--- config.mk ---
export PLATFORM = sky130hd
export DESIGN_NAME = pipe_ctrl_flat
export DESIGN_NICKNAME = d
export VERILOG_FILES = /design/src/rtl/pipe_ctrl_if.sv /design/src/rtl/pipe_ctrl.sv /design/src/flat_wrapper.sv
export SDC_FILE = /design/constraint.sdc
export NUM_CORES = 1
export LEC_CHECK = 0
export BUFFER_PORTS_ARGS = -buffer_cell sky130_fd_sc_hd__buf_2
export CORE_MARGIN = 2
export CORE_UTILIZATION = 49
export DETAILED_ROUTE_END_ITERATION = 8
export HOLD_SLACK_MARGIN = 0.08
export PLACE_DENSITY_LB_ADDON = 0.05
export SYNTH_ARGS = -nofsm -noshare
export SYNTH_HDL_FRONTEND = slang
export SYNTH_SLANG_ARGS = --single-unit
--- constraint.sdc ---
create_clock -name clk -period 2.11 [get_ports clk]
set_clock_uncertainty 0.05 [all_clocks]
set_input_delay 0.422 -clock clk [delete_from_list [all_inputs] [get_ports clk]]
set_output_delay 0.422 -clock clk [all_outputs]
set_load 0.1 [all_outputs]
--- src/rtl/pipe_ctrl_if.sv ---
// Control bundle between the pipeline stages and the hazard/exception controller.
// master: the pipeline side raising requests; slave: the controller answering with holds.
interface pipe_ctrl_if;
    logic        stallreq_id;
    logic        stallreq_ex;
    logic        excp_req;
    logic [31:0] excp_vec;
    logic        halt_req;
    logic        resume_req;
    logic [5:0]  stall;
    logic        flush;
    logic [31:0] new_pc;
    logic        halted;
    logic        stall_timeout;

    modport master (
        output stallreq_id,
        output stallreq_ex,
        output excp_req,
        output excp_vec,
        output halt_req,
        output resume_req,
        input  stall,
        input  flush,
        input  new_pc,
        input  halted,
        input  stall_timeout
    );

    modport slave (
        input  stallreq_id,
        input  stallreq_ex,
        input  excp_req,
        input  excp_vec,
        input  halt_req,
        input  resume_req,
        output stall,
        output flush,
        output new_pc,
        output halted,
        output stall_timeout
    );
endinterface

--- src/rtl/pipe_ctrl.sv ---
// Pipeline hazard / exception / debug-halt controller.
// Produces per-stage hold bits, a one-cycle flush with redirect address, a drain-then-halt
// sequence for debug, and a sticky watchdog for stalls that never resolve.
module pipe_ctrl #(
    parameter int unsigned DRAIN_CYCLES = 4,
    parameter int unsigned STALL_LIMIT  = 255
) (
    input  logic       clk,
    input  logic       rst,
    pipe_ctrl_if.slave bus
);

    localparam int unsigned DrainW = (DRAIN_CYCLES < 2) ? 1 : $clog2(DRAIN_CYCLES + 1);
    localparam logic [DrainW-1:0] DrainLoad = DrainW'(DRAIN_CYCLES);
    localparam logic [DrainW-1:0] DrainOne  = DrainW'(1);
    localparam logic [7:0]        WdLimit   = 8'(STALL_LIMIT);

    // Hold patterns, bit 0 = pc up to bit 5 = wb
    localparam logic [5:0] StallNone = 6'b000000;
    localparam logic [5:0] StallFe   = 6'b000011;
    localparam logic [5:0] StallId   = 6'b000111;
    localparam logic [5:0] StallEx   = 6'b001111;
    localparam logic [5:0] StallAll  = 6'b111111;

    typedef enum logic [1:0] {
        StRun,
        StFlush,
        StDrain,
        StHalted
    } state_e;

    state_e             state_q, state_d;
    logic [DrainW-1:0]  drain_cnt_q, drain_cnt_d;
    logic [31:0]        vec_q, vec_d;
    logic [7:0]         wd_q, wd_d;
    logic               timeout_q, timeout_d;

    logic [5:0]         stall_c;
    logic               flush_c;

    // Next-state, counters and raw (pre-reset-gating) outputs
    always_comb begin
        state_d     = state_q;
        drain_cnt_d = drain_cnt_q;
        vec_d       = vec_q;
        wd_d        = 8'd0;
        timeout_d   = timeout_q;
        stall_c     = StallNone;
        flush_c     = 1'b0;

        unique case (state_q)
            StRun: begin
                if (bus.stallreq_ex) begin
                    stall_c = StallEx;
                end else if (bus.stallreq_id) begin
                    stall_c = StallId;
                end
                if (bus.excp_req) begin
                    stall_c = StallAll;
                    vec_d   = bus.excp_vec;
                    state_d = StFlush;
                end else if (bus.halt_req) begin
                    state_d     = StDrain;
                    drain_cnt_d = DrainLoad;
                end
                // Watchdog only counts while we stay in RUN; leaving RUN clears it
                if (state_d == StRun && stall_c != StallNone) begin
                    wd_d = (wd_q >= WdLimit) ? wd_q : wd_q + 8'd1;
                    if (wd_d == WdLimit) begin
                        timeout_d = 1'b1;
                    end
                end
            end
            StDrain: begin
                if (bus.stallreq_ex) begin
                    stall_c = StallEx;
                end else if (bus.stallreq_id) begin
                    stall_c = StallId;
                end else begin
                    stall_c = StallFe;
                end
                if (bus.excp_req) begin
                    stall_c = StallAll;
                    vec_d   = bus.excp_vec;
                    state_d = StFlush;
                end else if (stall_c == StallFe) begin
                    // Only bubble cycles that actually advance the back end count
                    drain_cnt_d = drain_cnt_q - DrainOne;
                    if (drain_cnt_q <= DrainOne) begin
                        state_d = StHalted;
                    end
                end
            end
            StFlush: begin
                flush_c = 1'b1;
                state_d = StRun;
            end
            StHalted: begin
                stall_c = StallAll;
                if (bus.resume_req) begin
                    state_d = StRun;
                end
            end
            default: begin
                state_d = StRun;
            end
        endcase
    end

    // State and counter registers, synchronous reset
    always_ff @(posedge clk) begin
        if (rst) begin
            state_q     <= StRun;
            drain_cnt_q <= '0;
            vec_q       <= 32'h0;
            wd_q        <= 8'd0;
            timeout_q   <= 1'b0;
        end else begin
            state_q     <= state_d;
            drain_cnt_q <= drain_cnt_d;
            vec_q       <= vec_d;
            wd_q        <= wd_d;
            timeout_q   <= timeout_d;
        end
    end

    // Outputs forced low while reset is held; new_pc comes only from the register
    always_comb begin
        bus.stall         = rst ? StallNone : stall_c;
        bus.flush         = ~rst & flush_c;
        bus.new_pc        = rst ? 32'h0 : vec_q;
        bus.halted        = ~rst & (state_q == StHalted);
        bus.stall_timeout = ~rst & timeout_q;
    end

endmodule
--- src/flat_wrapper.sv ---
// flat-port wrapper written by rule: the top's interface ports become plain ports
module pipe_ctrl_flat 
#(
    parameter int unsigned DRAIN_CYCLES = 4,
    parameter int unsigned STALL_LIMIT  = 255
)
  (clk, rst, bus_stallreq_id, bus_stallreq_ex, bus_excp_req, bus_excp_vec, bus_halt_req, bus_resume_req, bus_stall, bus_flush, bus_new_pc, bus_halted, bus_stall_timeout);
  pipe_ctrl_if bus_i ();
  input  logic clk;
  input  logic rst;
  input wire logic [$bits(bus_i.stallreq_id)-1:0] bus_stallreq_id;
  input wire logic [$bits(bus_i.stallreq_ex)-1:0] bus_stallreq_ex;
  input wire logic [$bits(bus_i.excp_req)-1:0] bus_excp_req;
  input wire logic [$bits(bus_i.excp_vec)-1:0] bus_excp_vec;
  input wire logic [$bits(bus_i.halt_req)-1:0] bus_halt_req;
  input wire logic [$bits(bus_i.resume_req)-1:0] bus_resume_req;
  output wire logic [$bits(bus_i.stall)-1:0] bus_stall;
  output wire logic [$bits(bus_i.flush)-1:0] bus_flush;
  output wire logic [$bits(bus_i.new_pc)-1:0] bus_new_pc;
  output wire logic [$bits(bus_i.halted)-1:0] bus_halted;
  output wire logic [$bits(bus_i.stall_timeout)-1:0] bus_stall_timeout;
  assign bus_i.stallreq_id = bus_stallreq_id;
  assign bus_i.stallreq_ex = bus_stallreq_ex;
  assign bus_i.excp_req = bus_excp_req;
  assign bus_i.excp_vec = bus_excp_vec;
  assign bus_i.halt_req = bus_halt_req;
  assign bus_i.resume_req = bus_resume_req;
  assign bus_stall = bus_i.stall;
  assign bus_flush = bus_i.flush;
  assign bus_new_pc = bus_i.new_pc;
  assign bus_halted = bus_i.halted;
  assign bus_stall_timeout = bus_i.stall_timeout;
  pipe_ctrl #(.DRAIN_CYCLES(DRAIN_CYCLES), .STALL_LIMIT(STALL_LIMIT)) u_core (.clk(clk), .rst(rst), .bus(bus_i));
endmodule
==> impl_metrics.csv <==
group,metric,value,unit
power,vdd_drop_max,428,uV
clock_network,cts_setup_buffers,0,
status,outcome,"completed",
critical_path,regToRegSetupSlack,0.37,ns
clock_network,postCtsHoldBufs,0,
finish,multi_input_area,0.00125,mm2
clock_network,path_clk_slew,0.09,ns
timing,drv_slew,0,
finish,drive_above_1_share,34.3,%
critical_path,path_max_fanout,9,
route,vias,2069,
timing,tns,0,ns
synth,synthCells,286,
power,p_total,2.14,mW
global_routing,grt_max_degree,46,
synth,avgSynthCellArea,7.79,um2
route,drtAntennaViolNets,0,
clock_network,clockBufferDepth,2,
synth,synthFlopType,"dfxtp_1",
timing,timing.fmax,526,MHz
placement,gp_congestion,0.894,
synth,yosys-top-cells-area,"dfxtp_1 41%, nand2_1 12%, nor2b_1 9.3%",
placement,dpl_cell_area,0.00289,mm2
critical_path,crit_arrival,1.43,ns
floorplanning,io_pins,80,
floorplanning,die_area,0.00510,mm2
timing,worst_slew_pin_slew,0.498,ns
synth,synth_area_leader_cell,"dfxtp_1",
finish,synthToLayoutAreaGrowth,34.9,%
floorplanning,rows,24,
synth,yosysMostFrequentCell,"nand2_1",
synth,yosysWarnings,0,
timing,maxSlewHeadroom,67.0,%
power,power_per_cell_area,711,mW/mm2
floorplanning,fp.dieH,71.4,um
finish,final_nets,397,
synth,synth-edff-count,0,
global_routing,antenna_found_initial,0,
critical_path,r2r-start,"u_core.wd_q[0]",
route,firstDrtPassIters,4,
global_routing,grt-ovfl-total,0,
route,drt-initial-drc-count,99,
critical_path,critPathLaunchType,"flip-flop",
critical_path,setup.worst_path.start,"u_core.state_q[1]",
synth,yosys_register_bits,46,
clock_network,h-tree-depth,2,
timing,rsz0062_at_grt,"false",
clock_network,cts_made_buffers,5,
run,drv_cap,0,
global_routing,grt_pass1_vias,1937,
synth,synth_commonest_cells,"71 x nand2_1, 46 x dfxtp_1, 37 x a21oi_1",
critical_path,r2r_cells,5,
route,wl_per_cell,11.9,um
synth,synth_top_area_share,41.3,%
route,via_per_inst,5.07,
critical_path,crit_end,"bus_stall[2]",
finish,antenna_cells,0,
synth,syn_area,0.00223,mm2
finish,stdcell_area,0.00301,mm2
synth,async_flop_share,0,%
critical_path,end_kind,"primary output",
placement,dp_hpwl,3460,um
clock_network,clockRootBuffer,"clkbuf_8",
timing,setup_violations,0,
placement,io_buffers,79,
timing,post-route-min-period,1.90,ns
synth,synth.net_count,328,
floorplanning,start_util,51.2,%
synth,ys_types,49,
timing,period_share,90.1,%
global_routing,grt_pass1_wl,8300,um
critical_path,critPathMaxStageDelay,0.45,ns
critical_path,r2r-end,"u_core.timeout_q",
floorplanning,coreArea,0.00435,mm2
critical_path,criticalPathCategory,"reg -> out",
floorplanning,die_w,71.4,um
clock_network,insertion_delay,0.30,ns
synth,yosysSeqAreaShare,41.3,%
route,drc,0,
critical_path,required,1.64,ns
critical_path,crit_path_cell_trace,"inv_1 -> a221oi_2 -> buf_12",
clock_network,cts_tree,"yes",
finish,fillerInstances,364,
finish,seq_area,923,um2
power,p_leak,1.28,nW
critical_path,slowest_stage,"dfxtp_2",
hold_path,hold_class,"in -> reg",
route,routed_wirelength,4860,um
clock_network,cts.sinks,46,
global_routing,track_usage,20.3,%
timing,finalHoldViolCount,0,
state kept, by name, summed over array words and instances, names as in the netlist:
register            flops
u_core.vec_q           32
u_core.wd_q             8
u_core.drain_cnt_q      3
u_core.state_q          2
u_core.timeout_q        1
worst min-delay path by stage:
stage | slack [ns] | end | startpoint | cells past startpoint
6_report | 0.30 | u_core.vec_q[0] | bus_excp_vec[0] | 3
3_3_place_gp | 0.39 | u_core.vec_q[15] | u_core.vec_q[15] | 2
4_1_cts | 0.30 | u_core.vec_q[29] | bus_excp_vec[29] | 3
5_1_grt | 0.30 | u_core.vec_q[11] | bus_excp_vec[11] | 3
2_1_floorplan | 0.37 | u_core.drain_cnt_q[2] | u_core.drain_cnt_q[2] | 1
3_5_place_dp | 0.39 | u_core.drain_cnt_q[2] | u_core.drain_cnt_q[2] | 1
placed cells by master, fill, tap and decap left out, drive strengths merged, types with 4 or more instances in the layout:
cell type,Yosys,layout
dfxtp,46,46
nor2,14,14
a31oi,7,7
a21oi,37,37
nor3,4,4
clkbuf,13,6
nand2,71,71
buf,11,86
nor2b,33,33
inv,6,6
logic make-up (layout without fill, tap and decap cells):
| kind of cell | after synthesis | after routing | synth area share (%) |
|---|---|---|---|
| AND/OR/NAND/NOR | 144 | 144 | 33.2 |
| AO/OA/AOI/OAI | 60 | 60 | 16.3 |
| flip-flops | 46 | 46 | 41.3 |
| buffers and inverters | 30 | 100 | 6.18 |
| adder cells (fa/ha/maj) | 3 | 3 | 1.68 |
| multiplexers | 2 | 2 | 0.955 |
| XOR/XNOR | 1 | 1 | 0.393 |
cell type report:
class	count	share of cell area, %
tap	52	2.16
clock buffer	6	2.41
clock inverter	2	1.25
inverter	6	0.749
sequential	46	30.7
timing repair buffer	86	21.2
multi-input combinational	210	41.5
critical path: cells and delay by family (launching register included):
| family | cells | cell delay [ns] |
|---|---|---|
| flops | 1 | 0.45 |
| compound gates | 1 | 0.37 |
| buf+inv | 2 | 0.31 |
stage by stage:
stage | std cells | worst slack (ns) | utilization (%) | hold slack [ns]
3_3_place_gp | 400 | 0.317 | 66.4 | 0.387
4_1_cts | 408 | 0.0494 | 69.0 | 0.295
6_report | 408 | 0.209 | 69.1 | 0.300
5_1_grt | 408 | 0.142 | 69.1 | 0.300
2_1_floorplan | 286 | -0.351 | - | 0.371
3_5_place_dp | 400 | 0.292 | 66.4 | 0.391
power by group:
part / switching [mW] / total [mW] / internal, mW
clock network: 0.299 / 0.653 / 0.353
logic: 0.386 / 0.550 / 0.164
registers: 0.0255 / 0.937 / 0.911
total: 0.711 / 2.14 / 1.43
per-layer routing:
| layer | track usage, % | up-vias | wire, um |
|---|---|---|---|
| met5 | 0 | - | 0 |
| met4 | 7.97 | 0 | 66 |
| met3 | 5.77 | 7 | 315 |
| met2 | 35.2 | 57 | 2330 |
| met1 | 23.6 | 919 | 2150 |
| li1 | - | 1086 | - |
timing repair:
item | CTS | global route
endpoints found under the setup margin | 2 | 3
gates resized for setup | 1 | 2
endpoints found under the hold margin | 0 | 0
(Power assumes the default switching activity.)
